`src/rtl/rca_seq_pkg.sv`:
```
// Shared types and helpers for the sequential ripple-carry adder scheduler.
package rca_seq_pkg;

    typedef enum logic [1:0] {
        IDLE,
        RUN,
        DONE
    } state_t;

    localparam int SLICE_W = 4;

    function automatic int nslice(input int width);
        return width / SLICE_W;
    endfunction

endpackage

```
`src/rtl/rca_seq_sched_rca.sv`:
```
// 4-bit ripple-carry adder; sum[4] is the carry out.
module RCA (
    input  logic [3:0] a,
    input  logic [3:0] b,
    input  logic       cin,
    output logic [4:0] sum
);

    always_comb begin
        logic c;
        c   = cin;
        sum = '0;
        for (int i = 0; i < 4; i++) begin
            sum[i] = a[i] ^ b[i] ^ c;
            c      = (a[i] & b[i]) | (c & (a[i] ^ b[i]));
        end
        sum[4] = c;
    end

endmodule

```
`src/rtl/rca_seq_sched.sv`:
```
// Two-requester round-robin front end that feeds WIDTH-bit additions through
// one shared 4-bit RCA, one slice per cycle, least-significant slice first.
module rca_seq_sched
    import rca_seq_pkg::*;
#(
    parameter int WIDTH = 16
) (
    input  logic             clk,
    input  logic             rst_n,
    input  logic             req0_valid,
    output logic             req0_ready,
    input  logic [WIDTH-1:0] req0_a,
    input  logic [WIDTH-1:0] req0_b,
    input  logic             req0_cin,
    input  logic             req1_valid,
    output logic             req1_ready,
    input  logic [WIDTH-1:0] req1_a,
    input  logic [WIDTH-1:0] req1_b,
    input  logic             req1_cin,
    output logic             rsp_valid,
    input  logic             rsp_ready,
    output logic [WIDTH:0]   rsp_sum,
    output logic             rsp_id
);

    localparam int NSLICE = nslice(WIDTH);
    localparam int CNT_W  = (NSLICE > 1) ? $clog2(NSLICE) : 1;
    localparam logic [CNT_W-1:0] LAST_SLICE = CNT_W'(NSLICE - 1);

    state_t             state;
    state_t             next_state;
    logic [WIDTH-1:0]   op_a;
    logic [WIDTH-1:0]   op_b;
    logic               carry_reg;
    logic               last_grant;
    logic               grant;
    logic               accept;
    logic [CNT_W-1:0]   slice_cnt;
    logic [SLICE_W-1:0] slice_a;
    logic [SLICE_W-1:0] slice_b;
    logic [SLICE_W:0]   slice_sum;

    // On a tie the requester that did not win last time is favoured.
    always_comb begin
        grant = 1'b0;
        if (req0_valid && req1_valid) begin
            grant = ~last_grant;
        end else begin
            grant = req1_valid;
        end
    end

    assign req0_ready = (state == IDLE) && !grant;
    assign req1_ready = (state == IDLE) && grant;
    assign accept     = (req0_valid && req0_ready) || (req1_valid && req1_ready);
    assign rsp_valid  = (state == DONE);

    assign slice_a = op_a[int'(slice_cnt)*SLICE_W +: SLICE_W];
    assign slice_b = op_b[int'(slice_cnt)*SLICE_W +: SLICE_W];

    RCA u_rca (
        .a   (slice_a),
        .b   (slice_b),
        .cin (carry_reg),
        .sum (slice_sum)
    );

    always_ff @(posedge clk or negedge rst_n) begin
        if (!rst_n) begin
            state <= IDLE;
        end else begin
            state <= next_state;
        end
    end

    always_comb begin
        next_state = state;
        case (state)
            IDLE:    if (accept) next_state = RUN;
            RUN:     if (slice_cnt == LAST_SLICE) next_state = DONE;
            DONE:    if (rsp_ready) next_state = IDLE;
            default: next_state = IDLE;
        endcase
    end

    // Operand capture on accept, then one slice of the sum per RUN cycle.
    always_ff @(posedge clk or negedge rst_n) begin
        if (!rst_n) begin
            op_a       <= '0;
            op_b       <= '0;
            carry_reg  <= 1'b0;
            slice_cnt  <= '0;
            last_grant <= 1'b1;
            rsp_id     <= 1'b0;
            rsp_sum    <= '0;
        end else if (state == IDLE && accept) begin
            op_a       <= grant ? req1_a : req0_a;
            op_b       <= grant ? req1_b : req0_b;
            carry_reg  <= grant ? req1_cin : req0_cin;
            slice_cnt  <= '0;
            last_grant <= grant;
            rsp_id     <= grant;
        end else if (state == RUN) begin
            rsp_sum[int'(slice_cnt)*SLICE_W +: SLICE_W] <= slice_sum[SLICE_W-1:0];
            carry_reg <= slice_sum[SLICE_W];
            slice_cnt <= slice_cnt + CNT_W'(1);
            if (slice_cnt == LAST_SLICE) begin
                rsp_sum[WIDTH] <= slice_sum[SLICE_W];
            end
        end
    end

endmodule

```
`config.mk`:
```
export PLATFORM = sky130hd
export DESIGN_NAME = rca_seq_sched
export DESIGN_NICKNAME = d
export VERILOG_FILES = /design/src/rtl/rca_seq_pkg.sv /design/src/rtl/rca_seq_sched_rca.sv /design/src/rtl/rca_seq_sched.sv
export SDC_FILE = /design/constraint.sdc
export NUM_CORES = 1
export LEC_CHECK = 0
export ABC_AREA = 0
export CAP_MARGIN = 5
export CORE_ASPECT_RATIO = 0.6
export CORE_MARGIN = 5
export CORE_UTILIZATION = 47
export DETAILED_ROUTE_END_ITERATION = 10
export GPL_TIMING_DRIVEN = 0
export HOLD_SLACK_MARGIN = 0.05
export PLACE_DENSITY_LB_ADDON = 0.25
export SLEW_MARGIN = 10
export SYNTH_ARGS = -nofsm -noshare
export SYNTH_HDL_FRONTEND = slang
export SYNTH_SLANG_ARGS = --single-unit
export TNS_END_PERCENT = 100
```
`constraint.sdc`:
```
create_clock -name clk -period 4 [get_ports clk]
set_input_delay 0.4 -clock clk [delete_from_list [all_inputs] [get_ports clk]]
set_output_delay 0.4 -clock clk [all_outputs]
set_load 0.03 [all_outputs]
```
# Yosys cells after proc, flatten, opt, wreduce, memory -nomap -nowiden
# Cells that the tools add are included.
# op_classes
shifts	4
mux	14
add_sub_neg	2
bitwise_logic	22
reduce_logical	12
eq_ne	6
# op_table
operator	count
negator 4 -> 33 bit	1
variable shift 4 x 33 -> 17 bit (first input constant)	1
indexed part select 4 x 33 -> 17 bit	1
two-way mux 16 bit	2
indexed part select 16 x 5 -> 4 bit	2
bitwise mux 17 bit	1
two-way mux 2 bit	5
AND 1 bit	8
XOR 1 bit	8
logical AND 1 bit	6
one-hot mux 2 bit (3 select lines)	1
two-way mux 1 bit	5
== test 2 bit (second input constant)	2
!= test 2 bit (second input constant)	2
OR 1 bit	4
AND reduction 3 bit	1
adder 2 x 1 -> 2 bit (second input constant)	1
== test 2 x 1 -> 1 bit (second input constant)	1
zero test 2 bit	1
!= test 2 x 1 -> 1 bit (second input constant)	1
NOT 1 bit	2
AND reduction 2 bit	1
nonzero test 2 bit	1
zero test 1 bit	1
logical OR 1 bit	1
# word_totals
elab_cells	68
reg_bits	56
in_bits	71
output_inout_bits	21

# Longest topological paths before layout
# logic_depth
word_depth	12
ltp_mapped	10
ltp_nobuf	9

# Hierarchy
# From an unflattened synthesis, not the netlist that was laid out.
# unflattened
cells_unflattened	293
hier_area_um2	3145.5
# by_module_without_submodules
mod	area_per_inst_um2	cells_per_inst	n_inst	seq_area_each_um2
rca_seq_sched	3027.9	279	1	1402.6
RCA	117.6	14	1	0.0

# Worst setup path before layout
# No wires, ideal clock.
# synth_timing
path_kind	register to register
from	register slice_cnt[0]
to	register rsp_sum[11]
period_less_slack_ps	2769
path_slack_ps	1231
t_arrival_ps	2673
required_time_ps	3904
setup_time_ps	96
stages_incl_launch_ff	11
n_path_buf	1
cell_sequence	dfrtp_1 buf_2 mux4_2 inv_1 fa_1 fa_1 inv_1 fa_1 fa_1 nand2b_1 o31ai_1
# synth_between
elab_chain_len	11
elab_cells_between_ends	23
cone_classes	add/sub (1); shift (4); mux (1); bitwise (17)
# synth_rtl
element	line_no	source
start: declaration	rca_seq_sched.sv:38	logic [CNT_W-1:0] slice_cnt;
start signal: assignment	rca_seq_sched.sv:106	slice_cnt <= slice_cnt + CNT_W'(1);
indexed part select 16 x 5 -> 4 bit, on equally long branches	rca_seq_sched.sv:58, rca_seq_sched.sv:59	
XOR 1 bit	rca_seq_sched_rca.sv:14, rca_seq_sched_rca.sv:15	
AND 1 bit	rca_seq_sched_rca.sv:15	c = (a[i] & b[i]) | (c & (a[i] ^ b[i]));
OR 1 bit	rca_seq_sched_rca.sv:15	
AND 1 bit	rca_seq_sched_rca.sv:15	
OR 1 bit	rca_seq_sched_rca.sv:15	
AND 1 bit	rca_seq_sched_rca.sv:15	
OR 1 bit	rca_seq_sched_rca.sv:15	
XOR 1 bit	rca_seq_sched_rca.sv:14	sum[i] = a[i] ^ b[i] ^ c;
indexed part select 4 x 33 -> 17 bit	rca_seq_sched.sv:104	rsp_sum[int'(slice_cnt)*SLICE_W +: SLICE_W] <= slice_sum[SLICE_W-1:0];
bitwise mux 17 bit (*)	rca_seq_sched.sv:104	
end signal: indexed assignment	rca_seq_sched.sv:104	
end signal: indexed assignment	rca_seq_sched.sv:108	rsp_sum[WIDTH] <= slice_sum[SLICE_W];
end: declaration	rca_seq_sched.sv:22	output logic [WIDTH:0] rsp_sum,
# Mark *: on every way between the ends. The rest lies on a longest branch, timed or not.
# A chain may end at the register's enable or synchronous reset.

# Worst setup path after layout
# layout_timing
from	register slice_cnt[1]
to	register rsp_sum[7]
# The elaborated chain is that of the path after synthesis.

==> impl_metrics.tcl <==
set metrics [dict create \
    status "finished, final reports clean" \
    path_buf_inv 3 \
    detail-route-antenna-nets 0 \
    critPathTopFamily "adder cells" \
    p_per_area_mw_per_mm2 758.1 \
    antenna_cells 0 \
    critPathKind "register to register" \
    initial_core_util 0.4901 \
    pre_cts_ws_ps 805.9 \
    insertion_delay_ps 320 \
    grt_max_degree 31 \
    synth_async_sr_flop_share 1.000 \
    num_rows 22 \
    crit_arrival_ps 3460 \
    routed_via_density 5.464 \
    grt_overflow 0 \
    worstPathCellList "clkbuf_1 -> mux4_2 -> inv_1 -> fa_1 -> fa_1 -> inv_1 -> fa_1 -> fa_1 -> nand2b_1 -> o31ai_1" \
    antenna_found_initial 0 \
    r2r-start "slice_cnt[1]" \
    dieArea_mm2 0.008186 \
    syn-mean-instance-area_um2 9.843 \
    max_stage_delay_ps 530 \
    first_global_vias 2666 \
    finalSetupTns_ps 0 \
    grt-busiest-layer "met2" \
    worstSetupStartpointType "register" \
    fmax_mhz 309.6 \
    cts_buffer_depth 2 \
    drive_above_1_share 0.1057 \
    cts_tree "built" \
    hpwl_um 6288 \
    vias 2683 \
    final-instance-count-excl-fill 491 \
    coreArea_mm2 0.006166 \
    worst_slack_ps 769.5 \
    top_register "rsp_sum" \
    dpl.cell_count 483 \
    peakVddDrop_mv 0.3696 \
    final_nets 488 \
    drv_cap 0 \
    synth_top_area_share 0.4555 \
    gr-usage-met1 0.2941 \
    syn_to_final_growth_pct 37.18 \
    ys.flop_type "dfrtp_1" \
    drcViolationCount 0 \
    clock_sinks 56 \
    syn_area_mm2 0.003022 \
    first_pass_iters 4 \
    slew_headroom 0.5514 \
    gp_congestion 0.8562 \
    cts_root_buf "clkbuf_8" \
    syn-num-nets 389 \
    rsz0062_at_grt "false" \
    drtIter0Drc 162 \
    reg.largest.list "rsp_sum x17, op_a x16, op_b x16" \
    power_uw 3142 \
    drt_wl_total_um 8072 \
    global_route.usage.met3 0.05833 \
    cts-resized-gates 0 \
    ys_seq_area_frac 0.4642 \
    finalHoldViolCount 0 \
    syn_inst 307 \
    crit_slowest_cell "fa_1" \
    fp.dieW_um 113.5 \
    grt_pass1_wl_um 13130 \
    cts_hold_buf 0 \
    fin_crit_sh 0.8076 \
    grtUsageMet2 0.2948 \
    die_h_um 72.11 \
    synthTopCellsByArea "dfrtp_1 (46%), nand2_1 (10%), a31oi_1 (6.2%), a21oi_1 (6.0%), mux4_2 (6.0%)" \
    clkTransAtPathRegs_ps 100 \
    largest_register_ffs 17 \
    worstMarginPinSlew_ps 672.9 \
    port_buffers 91 \
    reg2reg_slack_ps 770 \
    min_period_ps 3230 \
    io_pins 92 \
    clock_skew_ps 12.30 \
    hp-class "input port to asynchronous set/reset pin" \
    cts_setup_buffers 0 \
    report.final.slew_viol_count 0 \
    gr-usage-all-layers 0.2015 \
    leakage_uw 0.001732 \
    post_drt_wl_per_cell_um 16.44 \
    synth.distinct_cells 36 \
    required_ps 4230 \
    r2r_end "rsp_sum[7]" \
    synth_warnings 0 \
    synth_top_cell_by_area "dfrtp_1" \
    synth-seq-cells 56 \
    fillers 486 \
    end_kind "register" \
    critPathMaxFanout 9 \
    crit_path_frequent_cell "fa_1" \
    rr_worst_depth 10 \
    cts_max_level 2 \
    synth_edf_count 0 \
    setup_viol_count_final 0 \
    cts_buffers 5 \
]
[worst max-delay path by stage]
stage / startpoint / cells past startpoint / endpoint
3_3_place_gp: rst_n / 1 / rsp_sum[1]
5_1_grt: slice_cnt[1] / 10 / rsp_sum[7]
4_1_cts: slice_cnt[1] / 10 / rsp_sum[7]
2_1_floorplan: slice_cnt[0] / 10 / rsp_sum[11]
3_5_place_dp: slice_cnt[1] / 10 / rsp_sum[7]
6_report: slice_cnt[1] / 10 / rsp_sum[7]
[per-stage QoR]
| step | hold slack [ps] | cell area (um^2) | utilization |
|---|---|---|---|
| floorplan | 104.4 | 3022 | - |
| global placement | 459.9 | 4038 | 0.6548 |
| detailed placement | 462.8 | 4053 | 0.6573 |
| CTS | 128.5 | 4145 | 0.6723 |
| global route | 160.9 | 4145 | 0.6723 |
| finish | 109.7 | 4145 | 0.6723 |
[routing by layer]
layer,part of all wire,up-vias
met3,0.091,11
li1,-,1297
met5,0,-
met4,0.011,0
met1,0.47,1248
met2,0.43,127
[layout by cell type, fill, tap and decap left out, types with 2 or more instances in the layout]
cell type,count
clkdlybuf4s50_1,90
nand2_1,82
dfrtp_1,55
a21oi_1,36
a31oi_1,30
clkbuf_1,11
inv_1,9
mux4_2,8
buf_2,7
o31ai_1,7
ha_1,7
buf_6,6
o41ai_1,6
clkbuf_8,6
nand3b_1,4
nand2b_1,4
fa_1,4
a22o_1,3
a31oi_2,3
buf_4,2
nor3_1,2
nor2b_1,2
nor2_1,2
a211oi_1,2
o21ai_0,2
o21ai_2,2
clkinv_2,2
[power by group]
part	leakage (uW)	internal [uW]	switching, uW
clock network	0.0000510	139	182
logic	0.00101	787	1060
registers	0.000671	818	153
[cell usage after synthesis, types with 3 or more instances]
master,number
a22o_1,3
a21oi_1,36
fa_1,4
buf_6,6
o41ai_1,6
clkbuf_1,11
mux4_2,8
a31oi_2,3
inv_1,9
nand2b_1,4
buf_2,6
ha_1,7
nand2_1,82
nand3b_1,4
dfrtp_1,55
o31ai_1,7
a31oi_1,30
[cell families after synthesis]
logic type	Yosys count	synth area share
compound gates	95	0.2041
fa+ha+maj	11	0.05549
simple gates	102	0.1511
mux	9	0.06294
buf+inv	34	0.06211
flops	56	0.4642
[area by class of cell]
type                            count  area (um^2)  share of cell area
Multi-Input combinational cell    217         1431              0.3453
Clock inverter                      2        10.01            0.002415
Buffer                             25        153.9             0.03713
Sequential cell                    56         1403              0.3384
Inverter                            9        33.78            0.008150
Timing Repair Buffer               92        925.9              0.2234
Clock buffer                        6        82.58             0.01992
Tap cell                           84        105.1             0.02535
Power figures use the tool's default switching activity.
